<file path="src/rtl/fpu_issue_ctrl.sv">
// fpu_issue_ctrl: request FIFO, rounding-mode resolution, start/done unit driver with timeout, tagged response and sticky fflags
// Ports: clk/rst (async active-low); req_* request channel (valid/ready);
// csr_frm dynamic rounding mode; flags_clr clears fflags;
// ex_* execution port (level start, done, abort pulse); rsp_* response channel (valid/ready); fflags sticky CSR flags.
module fpu_issue_ctrl #(
  parameter int DEPTH   = 4,
  parameter int TAG_W   = 4,
  parameter int TIMEOUT = 64
) (
  input  logic             clk,
  input  logic             rst,
  input  logic             req_valid,
  output logic             req_ready,
  input  logic [4:0]       req_op,
  input  logic [2:0]       req_rm,
  input  logic [31:0]      req_a,
  input  logic [31:0]      req_b,
  input  logic [31:0]      req_c,
  input  logic [TAG_W-1:0] req_tag,
  input  logic [2:0]       csr_frm,
  input  logic             flags_clr,
  output logic             ex_start,
  output logic             ex_abort,
  output logic [4:0]       ex_op,
  output logic [2:0]       ex_rm,
  output logic [31:0]      ex_a,
  output logic [31:0]      ex_b,
  output logic [31:0]      ex_c,
  input  logic             ex_done,
  input  logic [31:0]      ex_result,
  input  logic [4:0]       ex_flags,
  output logic             rsp_valid,
  input  logic             rsp_ready,
  output logic [31:0]      rsp_result,
  output logic [TAG_W-1:0] rsp_tag,
  output logic [4:0]       rsp_flags,
  output logic [1:0]       rsp_err,
  output logic [4:0]       fflags
);
  localparam int AW = $clog2(DEPTH);
  localparam int CW = $clog2(DEPTH + 1);
  localparam int TW = $clog2(TIMEOUT);
  localparam int EW = 5 + 3 + 96 + TAG_W;
  localparam logic [1:0] IDLE = 2'd0;
  localparam logic [1:0] EXEC = 2'd1;
  localparam logic [1:0] RESP = 2'd2;
  logic [EW-1:0]    mem [DEPTH];
  logic [AW-1:0]    wp, rp;
  logic [CW-1:0]    count;
  logic [1:0]       state;
  logic [TW-1:0]    timer;
  logic [TAG_W-1:0] tag_q;
  logic [4:0]       h_op;
  logic [2:0]       h_rm, rm_r;
  logic [31:0]      h_a, h_b, h_c;
  logic [TAG_W-1:0] h_tag;
  logic             push, pop, rm_bad, tmo, hs;
  assign {h_op, h_rm, h_a, h_b, h_c, h_tag} = mem[rp];
  assign rm_r      = (h_rm == 3'b111) ? csr_frm : h_rm;
  // 101, 110 and 111 are reserved once dynamic mode is resolved
  assign rm_bad    = rm_r[2] & (rm_r[1] | rm_r[0]);
  // gated by rst so the port reads 0 while reset is held
  assign req_ready = rst && (count < CW'(DEPTH));
  assign push      = req_valid && req_ready;
  assign pop       = (state == IDLE) && (count != '0);
  assign tmo       = timer == TW'(TIMEOUT - 1);
  assign ex_start  = state == EXEC;
  // decoded from state only, so it cannot see a same-cycle ex_done
  assign ex_abort  = ex_start && tmo;
  assign rsp_valid = state == RESP;
  assign hs        = rsp_valid && rsp_ready;
  always_ff @(posedge clk)
    if (push) mem[wp] <= {req_op, req_rm, req_a, req_b, req_c, req_tag};
  always_ff @(posedge clk or negedge rst)
    if (!rst) fflags <= '0;
    else      fflags <= (flags_clr ? 5'b0 : fflags) | (hs ? rsp_flags : 5'b0);
  always_ff @(posedge clk or negedge rst)
    if (!rst) begin
      wp         <= '0;
      rp         <= '0;
      count      <= '0;
      state      <= IDLE;
      timer      <= '0;
      tag_q      <= '0;
      ex_op      <= '0;
      ex_rm      <= '0;
      ex_a       <= '0;
      ex_b       <= '0;
      ex_c       <= '0;
      rsp_result <= '0;
      rsp_tag    <= '0;
      rsp_flags  <= '0;
      rsp_err    <= '0;
    end else begin
      if (push) wp <= wp + AW'(1);
      if (pop) rp <= rp + AW'(1);
      count <= count + CW'(push) - CW'(pop);
      if (pop) begin
        ex_op <= h_op;
        ex_rm <= rm_r;
        ex_a  <= h_a;
        ex_b  <= h_b;
        ex_c  <= h_c;
        tag_q <= h_tag;
        timer <= '0;
        if (rm_bad) begin
          rsp_result <= '0;
          rsp_flags  <= '0;
          rsp_err    <= 2'b01;
          rsp_tag    <= h_tag;
          state      <= RESP;
        end else
          state <= EXEC;
      end
      if (state == EXEC) begin
        timer <= timer + TW'(1);
        if (ex_done) begin
          rsp_result <= ex_result;
          rsp_flags  <= ex_flags;
          rsp_err    <= 2'b00;
          rsp_tag    <= tag_q;
          state      <= RESP;
        end else if (tmo) begin
          rsp_result <= 32'h7FC00000;
          rsp_flags  <= 5'b10000;
          rsp_err    <= 2'b10;
          rsp_tag    <= tag_q;
          state      <= RESP;
        end
      end
      if (hs) state <= IDLE;
    end
endmodule
</file>
<file path="config.mk">
export PLATFORM = sky130hd
export DESIGN_NAME = fpu_issue_ctrl
export DESIGN_NICKNAME = d
export VERILOG_FILES = /design/src/rtl/fpu_issue_ctrl.sv
export SDC_FILE = /design/constraint.sdc
export NUM_CORES = 1
export LEC_CHECK = 0
export ABC_CLOCK_PERIOD_IN_PS = 5010
export CAP_MARGIN = 20
export CORE_ASPECT_RATIO = 0.8
export CORE_UTILIZATION = 35
export DETAILED_ROUTE_END_ITERATION = 16
export GPL_ROUTABILITY_DRIVEN = 0
export SKIP_LAST_GASP = 1
export SYNTH_ARGS = -nofsm -noshare
export SYNTH_HDL_FRONTEND = slang
export SYNTH_SLANG_ARGS = --single-unit
</file>
<file path="constraint.sdc">
create_clock -name clk -period 5.01 [get_ports clk]
set_input_delay 0.7515 -clock clk [delete_from_list [all_inputs] [get_ports clk]]
set_output_delay 0.7515 -clock clk [all_outputs]
set_load 0.02 [all_outputs]
</file>
; After elaboration in Yosys (flattened, before gate mapping)
; Memory sizes are Yosys's and may differ from the RTL's.
; Index checks and enable logic that the tools add are counted.
[op_classes]
add_sub_neg = 5
magnitude_cmp = 1
eq_ne = 4
muxes = 33
bitwise_logic = 3
n_reduce_logical = 8
[ops]
columns = cell, n
row1 = $mux 32, 5
row2 = $mux 5, 7
row3 = $mux 2, 11
row4 = $mux 4, 5
row5 = $mux 6, 2
row6 = $add 6x1->6 const B, 1
row7 = $eq 6x6->1 const B, 1
row8 = $logic_and 1x1->1, 5
row9 = $or 5x5->5, 1
row10 = $add 2x1->2 const B, 2
row11 = $add 3x1->3, 1
row12 = $eq 3x3->1 const B, 1
row13 = $lt 3x3->1 const B, 1
row14 = $mux 3, 1
row15 = $reduce_bool 3->1, 1
row16 = $sub 3x1->3, 1
row17 = $eq 2x1->1 const B, 1
row18 = $eq 2x2->1 const B, 1
row19 = $logic_not 2->1, 1
row20 = $mux 1, 2
row21 = $reduce_bool 2->1, 1
row22 = $and 1x1->1, 1
row23 = $or 1x1->1, 1
[word_totals]
regBits = 171
mem_bits_rw = 432
in_bits = 154
elab_cells = 71
mem_count = 1
[memory_table]
columns = memory, words, width, rd, rd_ports_with_merged_regs, write_ports, line
row1 = mem, 4, 108, 1, 0, 1, 47  ; logic [EW-1:0] mem [DEPTH];

; Depth between registers and ports, before layout
; An unclocked memory read counts as a cell.
[depth]
depth_word = 11
depth_mapped = 12
mapped_depth_nobuf = 9

; Least setup slack after synthesis
; OpenSTA, ideal clock, no wires.
[synth_path]
path_kind = input to register
startpoint = in rst
endpoint = mem mem[0][0] (netlist name) (enable)
setup_time_ns = 0.480
arrival_time_ns = 3.842
slack_ns = 0.688
cell_stages = 2
n_path_buf = 0
path_cell_list = nor2b_1 > and3_1
[synth_between]
elab_chain_cells = 4
[synth_rtl]
columns = item, line
row1 = start: declaration, 11  ; input logic rst,
row2 = $logic_and 1x1->1, 63  ; assign req_ready = rst && (count < CW'(DEPTH));
row3 = $logic_and 1x1->1, 64  ; assign push = req_valid && req_ready;
row4 = $mux 1, 73  ; if (push) mem[wp] <= {req_op, req_rm, req_a, req_b, req_c, req_tag};
row5 = $mux 1 (implied by the code), 73
row6 = end: declaration, 47
; Every way passes these cells.

; Final worst setup path
[layout_path]
startpoint = reg state[1]
endpoint = out ex_abort
[layout_between]
elab_chain_cells = 2
[layout_rtl]
columns = item, line
row1 = start: declaration, 50  ; logic [1:0] state;
row2 = start signal: assignment, 82  ; state <= IDLE;
row3 = start signal: assignment, 111  ; state <= RESP;
row4 = start signal: assignment, 113  ; state <= EXEC;
row5 = $eq 2x1->1, 67  ; assign ex_start = state == EXEC;
row6 = $logic_and 1x1->1, 69  ; assign ex_abort = ex_start && tmo;
row7 = end: declaration, 23  ; output logic ex_abort,
; Every way passes these cells.

==> flow_summary.json <==
{
  "vias_in_the_first_global_route": 12600,
  "share_comb_of_total_power_pct": 2.1,
  "final.setup.tns_ns": 0,
  "cts_inserted_buffers": 59,
  "seq_area_frac_synth_pct": 77.5,
  "synth.area.top_cells": "edfxtp_1 (58%), dfrtp_1 (19%), mux4_2 (11%)",
  "drt-total-wl_um": 49800,
  "synth_edf_count": 432,
  "route.detailed.vias_per_inst": 4.78,
  "synthTopCellsByCount": "edfxtp_1 (432), nand2_1 (331), dfrtp_1 (171)",
  "place.port_buffers": 309,
  "setup_viol": 0,
  "drv_slew": 0,
  "peak_supply_drop_mv": 0.227,
  "area_delta_synth_final_pct": 27.1,
  "holdCritPathClass": "in -> async",
  "drt_first_iter_violations": 765,
  "place_area_um2": 26300,
  "clock_latency_ns": 0.61,
  "synthMostInstantiatedCell": "edfxtp_1",
  "timing.slew.headroom_pct": 29.4,
  "peak_usage_layer_in_the_global_routing_report": "met2",
  "route.vias.total": 11800,
  "data_arrival_time_of_the_critical_path_ns": 2.64,
  "p_sw_mw": 1.95,
  "floorplan.initialDensity_pct": 35.4,
  "cts_tree": "done",
  "grt_antenna_before_repair": 8,
  "chipWidth_um": 284,
  "power_frac_clock_pct": 43.7,
  "routed_antenna_nets": 0,
  "fp.dieArea_um2": 64600,
  "leakage_power_total_nw": 10.3,
  "timing.final.crit_share_pct": 67.7,
  "htree_num_levels": 2,
  "post_synth.cell_area_avg_um2": 17.9,
  "fin_crit_ns": 3.39,
  "synth.net_count": 1406,
  "ys.flop_type": "edfxtp_1",
  "die_height_um": 228,
  "p_int_mw": 7.93,
  "number_of_synthesis_warnings": 0,
  "grt_overflow": 0,
  "worstMarginPinSlew_ns": 1.06,
  "async_flop_share_pct": 28.4,
  "wire_length_of_the_first_global_routing_pass_um": 76200,
  "crit_required_ns": 4.26,
  "synth.lib_cells_used.distinct": 37,
  "clk_pin_slew_worst_paths_ns": 0.06,
  "worst_clock_skew_ns": 0.0147,
  "drt-wirelength-per-cell_um": 20.2,
  "core_area_um2": 62800,
  "fillers": 5498,
  "finalNetCount": 1733,
  "power_mw": 9.88,
  "share_seq_of_total_power_pct": 54.2,
  "maximum_clock_frequency_mhz": 295,
  "netlist.top_cell.by_area": "edfxtp_1",
  "grt_max_degree": 104,
  "synthDominantCellAreaShare_pct": 58.3,
  "cts-root-buf": "clkbuf_16",
  "grt.met1_usage_pct": 20.5,
  "layout-drive-gt1-share_pct": 14.3,
  "endpoint_kind": "output pin",
  "synthesis.area_um2": 22300,
  "clockBufferDepth": 3,
  "ioPinCount": 310,
  "critical_path_class": "reg -> out",
  "post_synth_inst_count": 1244,
  "gr-usage-met3_pct": 4.24,
  "post_cts_resized": 0,
  "rsz0062_at_grt": "no",
  "post-cts-setup-buffer-count": 0,
  "p_sw_share_pct": 19.8,
  "place_hpwl_um": 29200,
  "hold_violations": 0,
  "drc": 0,
  "ys_seq_elements": 603,
  "numClockSinks": 603,
  "power.density_nw_per_um2": 349,
  "gr-usage-all-layers_pct": 15.6,
  "cap_violations": 0,
  "cts_hold_buffers": 0,
  "result_of_the_run": "finished clean",
  "standard_cell_rows": 82,
  "postLayoutCellArea_um2": 28300,
  "met2_usage_pct": 25.7,
  "critical_path.startpoint_type": "flip-flop",
  "drtPass1Iterations": 5,
  "critPathMaxFanout": 13
}
-- worst max-delay path, cell delays in order, from the launching register on --
cell and delay [ns]:
dfrtp_1 0.41, nand2b_1 0.30, inv_1 0.45, nand3_1 0.18, inv_1 0.08, clkdlybuf4s50_1 0.62
-- layout by cell type, fill, tap and decap left out, drive strengths merged, types with 2 or more instances in the layout --
master and n:
clkbuf 79, clkinv 25, a21oi 2, buf 17
xnor2 5, clkdlybuf4s50 308, nand2 331, diode 3
o21ai 18, mux4 108, inv 21, and2 4
clkinvlp 2, edfxtp 432, nor2b 3, a221o 4
bufinv 3, a21o 2, dfrtp 171, nand2b 12
nand3 4, ha 7, and3 10, a22o 39
-- flip-flops by register name, summed over array words and instances (netlist names) --
signal,flops
rsp_err,2
ex_c,32
ex_rm,3
rsp_tag,4
wp,2
fflags,5
ex_a,32
timer,6
count,3
rp,2
state,2
ex_op,5
rsp_flags,5
mem,432
ex_b,32
tag_q,4
rsp_result,32
-- path summary, 6_finish.rpt --
path	startpoint	to	slack (ns)	cells past startpoint
hold reg to reg	tag_q[0]	tag_q[0]	0.47	2
setup reg to reg	rp[0]	rsp_tag[2]	1.99	4
min in group clk	tag_q[0]	tag_q[0]	0.47	2
max in group asynchronous	rst	rp[1]	3.45	2
setup / recovery	state[1]	ex_abort	1.62	5
hold / removal	rst	rsp_result[27]	0.15	1
-- cell type report --
class | count | area, µm² | area share [%]
antenna | 3 | 7.51 | 0.0265
clock buffer | 78 | 1640 | 5.80
clock inverter | 34 | 262 | 0.925
inverter | 17 | 66.3 | 0.234
multi-input combinational | 564 | 4700 | 16.6
sequential | 603 | 17300 | 61.0
tap | 840 | 1050 | 3.72
timing repair buffer | 326 | 3290 | 11.6
-- metrics by stage --
stage / hold WS (ns) / setup WS (ns) / std cells / util [%]
2_1_floorplan: 0.437 / 0.688 / 1244 / -
3_3_place_gp: 0.449 / 1.67 / 2349 / 42.0
3_5_place_dp: 0.458 / 1.65 / 2349 / 42.0
4_1_cts: 0.139 / 1.58 / 2461 / 45.0
5_1_grt: 0.172 / 1.45 / 2463 / 45.0
6_report: 0.153 / 1.62 / 2465 / 45.0
-- cell families after synthesis --
logic type / synth area share (%)
xor+xnor: 0.236
simple gates: 6.65
compound gates: 2.66
mux: 11.0
flops: 77.5
buf+inv: 1.48
fa+ha+maj: 0.483
-- power groups by stage --
stage                     sequential (mW)  clock [mW]  combinational (mW)
final                                5.36        4.32               0.203
after global routing                 5.35        4.64               0.222
after CTS                            5.36        4.46               0.206
after detailed placement             5.46           0               0.205
after global placement               5.46           0               0.198
after floorplan                      5.46           0             0.00827
-- per-layer routing --
layer  wire [µm]  part of all wire [%]
met4         885                   1.8
met2       23800                    48
met5          80                  0.16
met3        3260                   6.5
met1       21800                    44
Power figures use the tool's default switching activity.
